==> src/rtl/mvm_uart_pkg.sv <==
// Shared widths, frame constants and phase enum for the MVM UART host link.
package mvm_uart_pkg;

  localparam int unsigned BITS_PER_WORD = 8;
  localparam int unsigned R             = 8;
  localparam int unsigned C             = 8;
  localparam int unsigned W_X           = 8;
  localparam int unsigned W_K           = 8;
  localparam int unsigned W_Y_OUT       = 32;

  localparam int unsigned W_BUS_KX = R*C*W_K + C*W_X;
  localparam int unsigned W_BUS_Y  = R*W_Y_OUT;
  localparam int unsigned N_TX     = W_BUS_KX/BITS_PER_WORD;
  localparam int unsigned N_RX     = W_BUS_Y/BITS_PER_WORD;

  localparam logic START_BIT = 1'b0;
  localparam logic STOP_BIT  = 1'b1;
  localparam logic IDLE_LINE = 1'b1;

  typedef enum logic [1:0] {IDLE, SEND, WAIT, OUT} state_t;

endpackage

==> src/rtl/mvm_uart_host_if.sv <==
// Operand (K/X) and result (Y) valid/ready buses of the MVM UART host.
interface mvm_uart_host_if;
  import mvm_uart_pkg::*;

  logic                s_kx_valid;
  logic                s_kx_ready;
  logic [W_BUS_KX-1:0] s_kx_data;
  logic                m_y_valid;
  logic                m_y_ready;
  logic [W_BUS_Y-1:0]  m_y_data;

  modport slave  (input  s_kx_valid, s_kx_data, m_y_ready,
                  output s_kx_ready, m_y_valid, m_y_data);
  modport master (output s_kx_valid, s_kx_data, m_y_ready,
                  input  s_kx_ready, m_y_valid, m_y_data);
endinterface

==> src/rtl/uart_byte_rx.sv <==
// UART byte receiver: 2-FF synchroniser, start-bit glitch filter, mid-bit sampling.
module uart_byte_rx
  import mvm_uart_pkg::*;
#(
  parameter int unsigned CLOCKS_PER_PULSE = 200_000_000/9600
) (
  input  logic                     clk,
  input  logic                     rstn,
  input  logic                     rx,
  output logic                     byte_valid,
  output logic [BITS_PER_WORD-1:0] byte_data,
  output logic                     stop_err
);

  localparam int unsigned CW   = (CLOCKS_PER_PULSE > 1) ? $clog2(CLOCKS_PER_PULSE) : 1;
  localparam int unsigned HALF = CLOCKS_PER_PULSE/2;
  localparam int unsigned BW   = $clog2(BITS_PER_WORD);

  typedef enum logic [1:0] {RX_HUNT, RX_START, RX_DATA, RX_STOP} rx_state_t;

  rx_state_t               state, state_n;
  logic                    rx_s1, rx_s2, rx_d;
  logic [CW-1:0]           cnt, cnt_n;
  logic [BW-1:0]           bit_idx, bit_idx_n;
  logic [BITS_PER_WORD-1:0] shreg, shreg_n;

  always_ff @(posedge clk) begin
    if (!rstn) begin
      rx_s1   <= IDLE_LINE;
      rx_s2   <= IDLE_LINE;
      rx_d    <= IDLE_LINE;
      state   <= RX_HUNT;
      cnt     <= '0;
      bit_idx <= '0;
      shreg   <= '0;
    end else begin
      rx_s1   <= rx;
      rx_s2   <= rx_s1;
      rx_d    <= rx_s2;
      state   <= state_n;
      cnt     <= cnt_n;
      bit_idx <= bit_idx_n;
      shreg   <= shreg_n;
    end
  end

  // Counter runs from the synchronised falling edge; samples land mid-bit.
  always_comb begin
    state_n   = state;
    cnt_n     = cnt + CW'(1);
    bit_idx_n = bit_idx;
    shreg_n   = shreg;
    unique case (state)
      RX_HUNT: begin
        cnt_n = '0;
        if (rx_d && !rx_s2) state_n = RX_START;
      end
      RX_START: begin
        if (cnt == CW'(HALF - 1)) begin
          cnt_n     = '0;
          bit_idx_n = '0;
          state_n   = rx_s2 ? RX_HUNT : RX_DATA;
        end
      end
      RX_DATA: begin
        if (cnt == CW'(CLOCKS_PER_PULSE - 1)) begin
          cnt_n   = '0;
          shreg_n = {rx_s2, shreg[BITS_PER_WORD-1:1]};
          if (bit_idx == BW'(BITS_PER_WORD - 1)) state_n = RX_STOP;
          else bit_idx_n = bit_idx + BW'(1);
        end
      end
      RX_STOP: begin
        if (cnt == CW'(CLOCKS_PER_PULSE - 1)) begin
          cnt_n   = '0;
          state_n = RX_HUNT;
        end
      end
      default: state_n = RX_HUNT;
    endcase
  end

  // Byte is reported on the stop-bit sample cycle itself.
  assign byte_valid = (state == RX_STOP) && (cnt == CW'(CLOCKS_PER_PULSE - 1));
  assign byte_data  = shreg;
  assign stop_err   = byte_valid && !rx_s2;

endmodule

==> src/rtl/mvm_uart_host.sv <==
// Host endpoint: serialises one K/X operand bus onto tx, collects N_RX result bytes from rx.
module mvm_uart_host
  import mvm_uart_pkg::*;
#(
  parameter int unsigned CLOCKS_PER_PULSE = 200_000_000/9600,
  parameter int unsigned STOP_BITS_TX     = 1
) (
  input  logic            clk,
  input  logic            rstn,
  mvm_uart_host_if.slave  bus,
  output logic            tx,
  input  logic            rx,
  output logic            err_frame,
  output logic            err_overrun
);

  localparam int unsigned FRAME_BITS = 1 + BITS_PER_WORD + STOP_BITS_TX;
  localparam int unsigned CW  = (CLOCKS_PER_PULSE > 1) ? $clog2(CLOCKS_PER_PULSE) : 1;
  localparam int unsigned FW  = $clog2(FRAME_BITS);
  localparam int unsigned BIW = $clog2(BITS_PER_WORD);
  localparam int unsigned TXW = $clog2(N_TX);
  localparam int unsigned RXW = $clog2(N_RX + 1);

  state_t                   state, state_n;
  logic [W_BUS_KX-1:0]      kx_sh, kx_sh_n;
  logic [CW-1:0]            bit_cnt, bit_cnt_n;
  logic [FW-1:0]            frame_idx, frame_idx_n, nidx;
  logic [TXW-1:0]           tx_byte, tx_byte_n;
  logic [RXW-1:0]           rx_cnt, rx_cnt_n;
  logic [W_BUS_Y-1:0]       y_q, y_n;
  logic                     ready_q, ready_n, valid_q, valid_n;
  logic                     tx_n, err_frame_n, err_overrun_n;
  logic [BITS_PER_WORD-1:0] cur_byte;

  logic                     rx_valid, rx_stop_err;
  logic [BITS_PER_WORD-1:0] rx_data;

  uart_byte_rx #(.CLOCKS_PER_PULSE(CLOCKS_PER_PULSE)) u_rx (
    .clk        (clk),
    .rstn       (rstn),
    .rx         (rx),
    .byte_valid (rx_valid),
    .byte_data  (rx_data),
    .stop_err   (rx_stop_err)
  );

  always_ff @(posedge clk) begin
    if (!rstn) begin
      state       <= IDLE;
      kx_sh       <= '0;
      bit_cnt     <= '0;
      frame_idx   <= '0;
      tx_byte     <= '0;
      rx_cnt      <= '0;
      y_q         <= '0;
      ready_q     <= 1'b0;
      valid_q     <= 1'b0;
      tx          <= IDLE_LINE;
      err_frame   <= 1'b0;
      err_overrun <= 1'b0;
    end else begin
      state       <= state_n;
      kx_sh       <= kx_sh_n;
      bit_cnt     <= bit_cnt_n;
      frame_idx   <= frame_idx_n;
      tx_byte     <= tx_byte_n;
      rx_cnt      <= rx_cnt_n;
      y_q         <= y_n;
      ready_q     <= ready_n;
      valid_q     <= valid_n;
      tx          <= tx_n;
      err_frame   <= err_frame_n;
      err_overrun <= err_overrun_n;
    end
  end

  always_comb begin
    state_n       = state;
    kx_sh_n       = kx_sh;
    bit_cnt_n     = bit_cnt;
    frame_idx_n   = frame_idx;
    tx_byte_n     = tx_byte;
    rx_cnt_n      = rx_cnt;
    y_n           = y_q;
    tx_n          = tx;
    err_frame_n   = err_frame;
    err_overrun_n = err_overrun;
    nidx          = '0;
    cur_byte      = kx_sh[BITS_PER_WORD-1:0];

    // Result bytes are only wanted while a transaction is in flight.
    if (rx_valid) begin
      if ((state == SEND || state == WAIT) && rx_cnt != RXW'(N_RX)) begin
        y_n[32'(rx_cnt)*BITS_PER_WORD +: BITS_PER_WORD] = rx_data;
        rx_cnt_n = rx_cnt + RXW'(1);
      end else begin
        err_overrun_n = 1'b1;
      end
      if (rx_stop_err) err_frame_n = 1'b1;
    end

    unique case (state)
      IDLE: begin
        if (bus.s_kx_valid && ready_q) begin
          state_n       = SEND;
          kx_sh_n       = bus.s_kx_data;
          bit_cnt_n     = '0;
          frame_idx_n   = '0;
          tx_byte_n     = '0;
          rx_cnt_n      = '0;
          y_n           = '0;
          tx_n          = START_BIT;
          err_frame_n   = 1'b0;
          err_overrun_n = 1'b0;
        end
      end
      SEND: begin
        if (bit_cnt == CW'(CLOCKS_PER_PULSE - 1)) begin
          bit_cnt_n = '0;
          if (frame_idx == FW'(FRAME_BITS - 1)) begin
            frame_idx_n = '0;
            if (tx_byte == TXW'(N_TX - 1)) begin
              state_n = WAIT;
              tx_n    = IDLE_LINE;
            end else begin
              tx_byte_n = tx_byte + TXW'(1);
              kx_sh_n   = kx_sh >> BITS_PER_WORD;
              tx_n      = START_BIT;
            end
          end else begin
            nidx        = frame_idx + FW'(1);
            frame_idx_n = nidx;
            tx_n = (nidx <= FW'(BITS_PER_WORD)) ? cur_byte[BIW'(nidx - FW'(1))] : STOP_BIT;
          end
        end else begin
          bit_cnt_n = bit_cnt + CW'(1);
        end
      end
      WAIT: begin
        if (rx_cnt_n == RXW'(N_RX)) state_n = OUT;
      end
      OUT: begin
        if (bus.m_y_ready) state_n = IDLE;
      end
      default: state_n = IDLE;
    endcase

    ready_n = (state_n == IDLE);
    valid_n = (state_n == OUT);
  end

  assign bus.s_kx_ready = ready_q;
  assign bus.m_y_valid  = valid_q;
  assign bus.m_y_data   = y_q;

endmodule

==> src/flat_wrapper.sv <==
// flat-port wrapper written by rule: the top's interface ports become plain ports
module mvm_uart_host_flat import mvm_uart_pkg::*;
#(
  parameter int unsigned CLOCKS_PER_PULSE = 200_000_000/9600,
  parameter int unsigned STOP_BITS_TX     = 1
)
  (clk, rstn, tx, rx, err_frame, err_overrun, bus_s_kx_valid, bus_s_kx_data, bus_m_y_ready, bus_s_kx_ready, bus_m_y_valid, bus_m_y_data);
  mvm_uart_host_if bus_i ();
  input  logic clk;
  input  logic rstn;
  output logic tx;
  input  logic rx;
  output logic err_frame;
  output logic err_overrun;
  input wire logic [$bits(bus_i.s_kx_valid)-1:0] bus_s_kx_valid;
  input wire logic [$bits(bus_i.s_kx_data)-1:0] bus_s_kx_data;
  input wire logic [$bits(bus_i.m_y_ready)-1:0] bus_m_y_ready;
  output wire logic [$bits(bus_i.s_kx_ready)-1:0] bus_s_kx_ready;
  output wire logic [$bits(bus_i.m_y_valid)-1:0] bus_m_y_valid;
  output wire logic [$bits(bus_i.m_y_data)-1:0] bus_m_y_data;
  assign bus_i.s_kx_valid = bus_s_kx_valid;
  assign bus_i.s_kx_data = bus_s_kx_data;
  assign bus_i.m_y_ready = bus_m_y_ready;
  assign bus_s_kx_ready = bus_i.s_kx_ready;
  assign bus_m_y_valid = bus_i.m_y_valid;
  assign bus_m_y_data = bus_i.m_y_data;
  mvm_uart_host #(.CLOCKS_PER_PULSE(CLOCKS_PER_PULSE), .STOP_BITS_TX(STOP_BITS_TX)) u_core (.clk(clk), .rstn(rstn), .bus(bus_i), .tx(tx), .rx(rx), .err_frame(err_frame), .err_overrun(err_overrun));
endmodule
==> config.mk <==
export PLATFORM = sky130hd
export DESIGN_NAME = mvm_uart_host_flat
export DESIGN_NICKNAME = d
export VERILOG_FILES = /design/src/rtl/mvm_uart_pkg.sv /design/src/rtl/mvm_uart_host_if.sv /design/src/rtl/uart_byte_rx.sv /design/src/rtl/mvm_uart_host.sv /design/src/flat_wrapper.sv
export SDC_FILE = /design/constraint.sdc
export NUM_CORES = 2
export LEC_CHECK = 0
export CORE_AREA = 2 2 330 332
export CTS_CLUSTER_DIAMETER = 120
export DETAILED_ROUTE_END_ITERATION = 8
export DIE_AREA = 0 0 332 334
export DONT_BUFFER_PORTS = 1
export PLACE_DENSITY = 0.48
export RECOVER_POWER = 25
export SLEW_MARGIN = 20
export SYNTH_ARGS = -nofsm -noshare
export SYNTH_HDL_FRONTEND = slang
export SYNTH_SLANG_ARGS = --single-unit
==> constraint.sdc <==
create_clock -name clk -period 3.2 [get_ports clk]
set_input_delay 0.64 -clock clk [delete_from_list [all_inputs] [get_ports clk]]
set_output_delay 0.64 -clock clk [all_outputs]
set_load 0.02 [all_outputs]
After elaboration in Yosys (flattened, before gate mapping)
Index checks and enable logic that the tools add are counted.
{"block": "classes", "add_sub_neg": 8, "n_mul": 0, "div_mod_pow": 0, "magnitude_cmp": 2, "n_eq_ne": 25, "n_shift": 2, "n_mux": 63, "n_bitwise": 0, "n_reduce_logical": 19}
{"op": "$mux W576", "n": 4}
{"op": "$pmux W576 S2", "n": 1}
{"op": "$mux W256", "n": 4}
{"op": "$bwmux W256", "n": 1}
{"op": "$shift A8 B34 Y256 const A", "n": 1}
{"op": "$shiftx A8 B34 Y256", "n": 1}
{"op": "$mux W15", "n": 4}
{"op": "$pmux W15 S3", "n": 1}
{"op": "$neg A9 Y34", "n": 1}
{"op": "$add A15 B1 Y15 const B", "n": 2}
{"op": "$eq A15 B15 Y1 const B", "n": 2}
{"op": "$pmux W15 S2", "n": 1}
{"op": "$mux W7", "n": 4}
{"op": "$mux W2", "n": 12}
{"op": "$mux W6", "n": 4}
{"op": "$ne A2 B2 Y1 const B", "n": 9}
{"op": "$pmux W2 S4", "n": 2}
{"op": "$eq A15 B14 Y1 const B", "n": 1}
{"op": "$mux W1", "n": 14}
{"op": "$pmux W7 S2", "n": 1}
{"op": "$mux W4", "n": 3}
{"op": "$eq A2 B2 Y1 const B", "n": 5}
{"op": "$reduce_and A5 Y1", "n": 2}
{"op": "$mux W3", "n": 3}
{"op": "27 further kinds", "n": 36}
{"block": "word_totals", "ff_bits": 902, "latch_bits": 0, "ramBits": 0, "rom_bits": 0, "in_bits": 581, "word_cells": 138, "n_memories": 0}

Longest topological paths before layout
{"block": "logic_depth", "depth_word": 9, "ltp_mapped": 12, "mapped_depth_nobuf": 9}

Modules after synthesis
A second synthesis with hierarchy kept.
{"block": "unflattened", "cells_unflattened": 4079, "hier_area_um2": 41049.4}
{"mod": "mvm_uart_host", "instances": 1, "cells_per_inst": 3934, "area_each_um2": 39628.0, "seq_area_each_um2": 17436.7}
{"mod": "uart_byte_rx", "instances": 1, "cells_per_inst": 145, "area_each_um2": 1421.4, "seq_area_each_um2": 620.6}

Worst setup path before layout
OpenSTA, ideal clock, no wires.
{"block": "synth_timing", "path_type": "flip-flop to flip-flop", "startpoint": "register u_core.rx_cnt[2]", "endpoint": "register u_core.y_q[4] (netlist: u_core.bus.m_y_data[4])", "arrival_time_ps": 2567, "required_time_ps": 3130, "slack_ps": 562, "path_stages_with_launch": 12, "synth_period_minus_slack_ps": 2638, "path_cell_list": "dfxtp_1 or3_1 buf_2 nor3_1 ha_1 nor4b_1 nand2_1 nor3_1 and2_1 clkbuf_1 nand3_1 a21oi_1"}
{"block": "synth_via", "elab_chain_len": 7, "elab_cells_between_ends": 10, "cone_classes": "add/sub (1); eq/ne (1); shift (2); mux (5); reduce/logical (1)"}
{"item": "start: declaration", "line": "mvm_uart_host.sv:29", "source": "logic [RXW-1:0] rx_cnt, rx_cnt_n;"}
{"item": "start signal: assignment", "line": "mvm_uart_host.sv:67", "source": "rx_cnt <= rx_cnt_n;"}
{"item": "$neg A9 Y34", "line": "mvm_uart_host.sv:94", "source": "y_n[32'(rx_cnt)*BITS_PER_WORD +: BITS_PER_WORD] = rx_data;"}
{"item": "$shiftx A8 B34 Y256 or $shift A8 B34 Y256 (tied branches)", "line": "mvm_uart_host.sv:94"}
{"item": "$bwmux W256", "line": "mvm_uart_host.sv:94"}
{"item": "$mux W256 (*)", "line": "mvm_uart_host.sv:93", "source": "if ((state == SEND || state == WAIT) && rx_cnt != RXW'(N_RX)) begin"}
{"item": "$mux W256 (*)", "line": "mvm_uart_host.sv:92", "source": "if (rx_valid) begin"}
{"item": "$mux W256", "line": "mvm_uart_host.sv:104", "source": "if (bus.s_kx_valid && ready_q) begin"}
{"item": "$mux W256 (*)", "line": "mvm_uart_host.sv:102", "source": "unique case (state)"}
{"item": "end signal: assignment", "line": "mvm_uart_host.sv:68", "source": "y_q <= y_n;"}
{"item": "end: declaration", "line": "mvm_uart_host.sv:30", "source": "logic [W_BUS_Y-1:0] y_q, y_n;"}
Mark *: on every way between the ends. The rest lies on a longest branch, timed or not.
A chain may end at the register's enable or synchronous reset.

==> tab_implementation.tex <==
\begin{tabular}{lr}
\hline
Metric & Value \\
\hline
\multicolumn{2}{l}{\textbf{Outcome}} \\
Failing checks & max-slew violations, negative setup slack \\
Status & complete, but fails checks \\
\multicolumn{2}{l}{\textbf{Critical path}} \\
Worst Setup Start Kind & input pin \\
CP peak stage delay & between 1.5 and 2 ns \\
Setup crit end kind & flop \\
Cell family contributing the most delay on the critical path & simple AND/OR/NAND/NOR gates \\
CP max-delay cell & nand2\_4 \\
Critical setup path kind & in2reg \\
CP bufs+invs & 2 \\
Chain of cells forming the critical path & nand2\_4 -> buf\_12 -> buf\_4 -> nor2\_1 \\
Crit path required time & $\sim$3.8 ns \\
Largest fanout on the critical path & 611 \\
Data arrival, critical path & approximately 4.7 ns \\
\multicolumn{2}{l}{\textbf{STA}} \\
Crit path setup slack, layout & -0.923 ns \\
Total setup violations reported at the end of the flow & $\sim$270 \\
Slew headroom & -1.06 \\
Number of hold-slack violations in the final timing report & 0 \\
Max-slew violation count & approximately 320 \\
Final TNS setup & -162.97 ns \\
Worst setup skew after layout & roughly 0.031 ns \\
Final period demand of the worst path & $\sim$4.1 ns \\
Max Freq & 243 MHz \\
Period utilisation layout & 1.29 \\
RSZ-0062 raised after global routing & false \\
Slew of the pin with the lowest slew margin & 3.09 ns \\
\multicolumn{2}{l}{\textbf{Drt}} \\
Residual DRC & 0 \\
Final ANT Viol Nets & 0 \\
DRC violation total after the first TritonRoute iteration & between 1,500 and 2,000 \\
Vias per std cell & 5.31 \\
Via count & just under 30,000 \\
Final wirelength & about 120 mm \\
DRT Pass-1 Iters & 8 \\
Wirelength per Cell & about 23 um \\
\multicolumn{2}{l}{\textbf{Global route}} \\
Remaining global-route overflow & 0 \\
Maximum number of pins on one net before global-route repair & around 610 \\
Vias in the first global route & 27,776 \\
Global-route wire length before repair & approximately 180 mm \\
Antenna violations before repair & 37 \\
GRT Total Usage & 0.213 \\
\multicolumn{2}{l}{\textbf{Logic synthesis}} \\
Distinct cell type count of the synthesized netlist & 73 \\
Synthesized netlist net count & about 4,700 \\
Fraction of registers with async set or reset after synthesis & 0 \\
Cells taking the most area after synthesis & dfxtp\_1 (45\%), mux2i\_1 (17\%), o211a\_1 (14\%), nand2\_1 (8.5\%), clkbuf\_1 (1.9\%) \\
Largest area contributor in the synthesized netlist & dfxtp\_1 \\
Mapped cell area & about 40,000 sq um \\
Ys Warns & 0 \\
Top\_reg\_cell synth & dfxtp\_1 \\
Sequential cell area fraction in the yosys report & 0.453 \\
Number of enable-type register cells in the synthesized netlist & 0 \\
Number of instances in the synthesized netlist & 4,115 \\
Cell with the most instances after synthesis & dfxtp\_1 \\
Ranking of synthesized cells by instance count & dfxtp\_1 (902), nand2\_1 (901), mux2i\_1 (675), o211a\_1 (568), clkbuf\_1 (201) \\
\#FFs+latches synth & $\sim$900 \\
Per-instance average area after synthesis & 9.68 sq um \\
Share of the synthesized area in the top cell type & 0.453 \\
\multicolumn{2}{l}{\textbf{Pwr}} \\
Switching fraction of total power & 0.295 \\
Part of the total power dissipated in combinational logic & 0.214 \\
Areal power density over the cells & about 800 nW/um\^{}2 \\
Clock share of power & 0.352 \\
Part of the total power dissipated in sequential elements & 0.434 \\
Int Pwr & roughly 25 mW \\
Static leakage & 22.0 nW \\
Maximum VDD drop & a little over 0.0005 V \\
Sw Pwr & between 10 and 15 mW \\
\multicolumn{2}{l}{\textbf{Clock tree}} \\
Clock slew at the register clock pins of the worst setup and hold paths & roughly 0.060 ns \\
Inserted Clock Buffers & between 100 and 150 \\
Clock tree from TritonCTS & yes \\
Clock latency on the worst-skew pair & 0.68 ns \\
Worst-case clock buffer depth & 3 \\
Clk Tree Root Cell & clkbuf\_16 \\
H-tree depth & 3 \\
Number of sinks on the clock net & 902 \\
\multicolumn{2}{l}{\textbf{Die}} \\
Die ar. & around 110,000 sq um \\
Initial core utilization & 0.370 \\
Overall die height & about 330 um \\
Horizontal extent of the die & roughly 330 um \\
Ports placed on the boundary & 842 \\
Number of standard-cell rows in the floorplan & about 120 \\
Core area & roughly 110,000 sq um \\
\multicolumn{2}{l}{\textbf{Layout}} \\
Fin area & between 40,000 and 50,000 sq um \\
Number of nets at the end of the flow & between 4,000 and 5,000 \\
Layout fillers & 10,712 \\
Share of cells above drive strength 1 & 0.0741 \\
Synth-to-Final Area Change & 11.9\% \\
\multicolumn{2}{l}{\textbf{Placement}} \\
HPWL after detailed placement & 88.1 mm \\
Placer Congestion & about 0.84 \\
Cell area after placement & $\sim$41,000 sq um \\
Number of buffer cells added on primary ports & 0 \\
\multicolumn{2}{l}{\textbf{Run}} \\
Max-cap violation count & 0 \\
\multicolumn{2}{l}{\textbf{Min path}} \\
Path class of the lowest-slack min-delay path & in2reg \\
\hline
\end{tabular}
==> area by class of cell <==
class | instances | area (sq um) | area share
multi-input combinational | 2851 | 20300 | 0.454
clock buffer | 141 | 2970 | 0.0667
clock inverter | 51 | 591 | 0.0132
tap | 1414 | 1770 | 0.0397
timing repair buffer | 75 | 856 | 0.0192
inverter | 15 | 56.3 | 0.00126
antenna | 12 | 30.0 | 0.000674
sequential | 902 | 18100 | 0.405
==> state kept, by name, indices dropped and copies added (netlist names), named ones only <==
name,flops
u_core.u_rx.rx_s2,1
u_core.bus.m_y_data,256
u_core.u_rx.byte_data,8
u_core.bit_cnt,15
u_core.state,2
u_core.tx_byte,7
u_core.u_rx.state,1
u_core.u_rx.bit_idx,3
u_core.tx,1
u_core.kx_sh,576
u_core.err_frame,1
u_core.u_rx.rx_d,1
u_core.bus.s_kx_ready,1
u_core.bus.m_y_valid,1
u_core.frame_idx,4
u_core.rx_cnt,6
u_core.u_rx.rx_s1,1
u_core.u_rx.cnt,15
u_core.err_overrun,1
==> kinds of logic after synthesis <==
family | synth area share
muxes | 0.171
DFF | 0.453
adders and majority gates | 0.00502
and+or+nand+nor | 0.149
buffers and inverters | 0.0389
AOI/OAI and AO/OA | 0.173
xor gates and xnor gates | 0.0100
==> placed cells by master, fill, tap and decap left out, types with 34 or more instances in the layout <==
master / instances
o211a_1: 568
clkbuf_16: 106
mux2i_1: 675
nand3_1: 63
dfxtp_1: 902
nor2_1: 157
buf_4: 49
a21oi_1: 144
o21ai_0: 36
nand2_1: 900
and3_1: 34
and2_1: 42
==> path summary, 6_finish.rpt <==
check	endpoint	slack [ns]	start	cells past startpoint
max reg2reg	u_core.bus.m_y_data[32]	0.16	u_core.rx_cnt[1]	8
min	u_core.u_rx.rx_s1	0.07	rx	1
min reg2reg	u_core.u_rx.rx_s2	0.40	u_core.u_rx.rx_s1	1
max	u_core.bus.m_y_data[106]	-0.92	rstn	4
==> metal layers <==
metal / vias up / track usage / routed length (um)
met3: 206 / 0.0780 / 10200
li1: 14269 / - / -
met1: 13729 / 0.249 / 50400
met2: 744 / 0.366 / 60300
met5: - / 0 / 308
met4: 46 / 0.0610 / 2990
==> worst reg2reg max path: stages (launching register included) <==
cell,delay (ns)
dfxtp_1,0.50
inv_1,0.08
ha_1,0.31
nor3b_2,0.24
xnor2_1,0.45
nand4b_2,0.51
or3_1,0.64
nand2_1,0.14
a21oi_1,0.07
==> timing repair <==
item	in CTS	in global routing
endpoints found under the hold margin	0	0
hold buffers	0	0
endpoints found under the setup margin	0	2
setup buffers	0	0
resized for setup	0	1
==> metrics by stage <==
| step | util | setup WS, ns | instances | total power, mW | hold WS (ns) |
|---|---|---|---|---|---|
| 2_1_floorplan | - | 0.562 | 4115 | 21.4 | 0.386 |
| 3_3_place_gp | 0.381 | 0.253 | 5257 | 23.0 | 0.391 |
| 3_5_place_dp | 0.381 | 0.204 | 5257 | 23.2 | 0.393 |
| 4_1_cts | 0.414 | 0.204 | 5449 | 35.7 | 0.00207 |
| 5_1_grt | 0.413 | 0.00590 | 5456 | 37.2 | 0.0216 |
| 6_report | 0.414 | -0.923 | 5461 | 35.3 | 0.0727 |
==> power groups by stage <==
stage	combinational [mW]	sequential, mW	clock [mW]
4_1_cts	7.65	15.3	12.8
3_3_place_gp	7.55	15.5	0
5_1_grt	8.37	15.6	13.2
6_report	7.56	15.3	12.4
2_1_floorplan	6.37	15.0	0
3_5_place_dp	7.62	15.5	0
No activity file was read; power rests on OpenSTA's default activity.
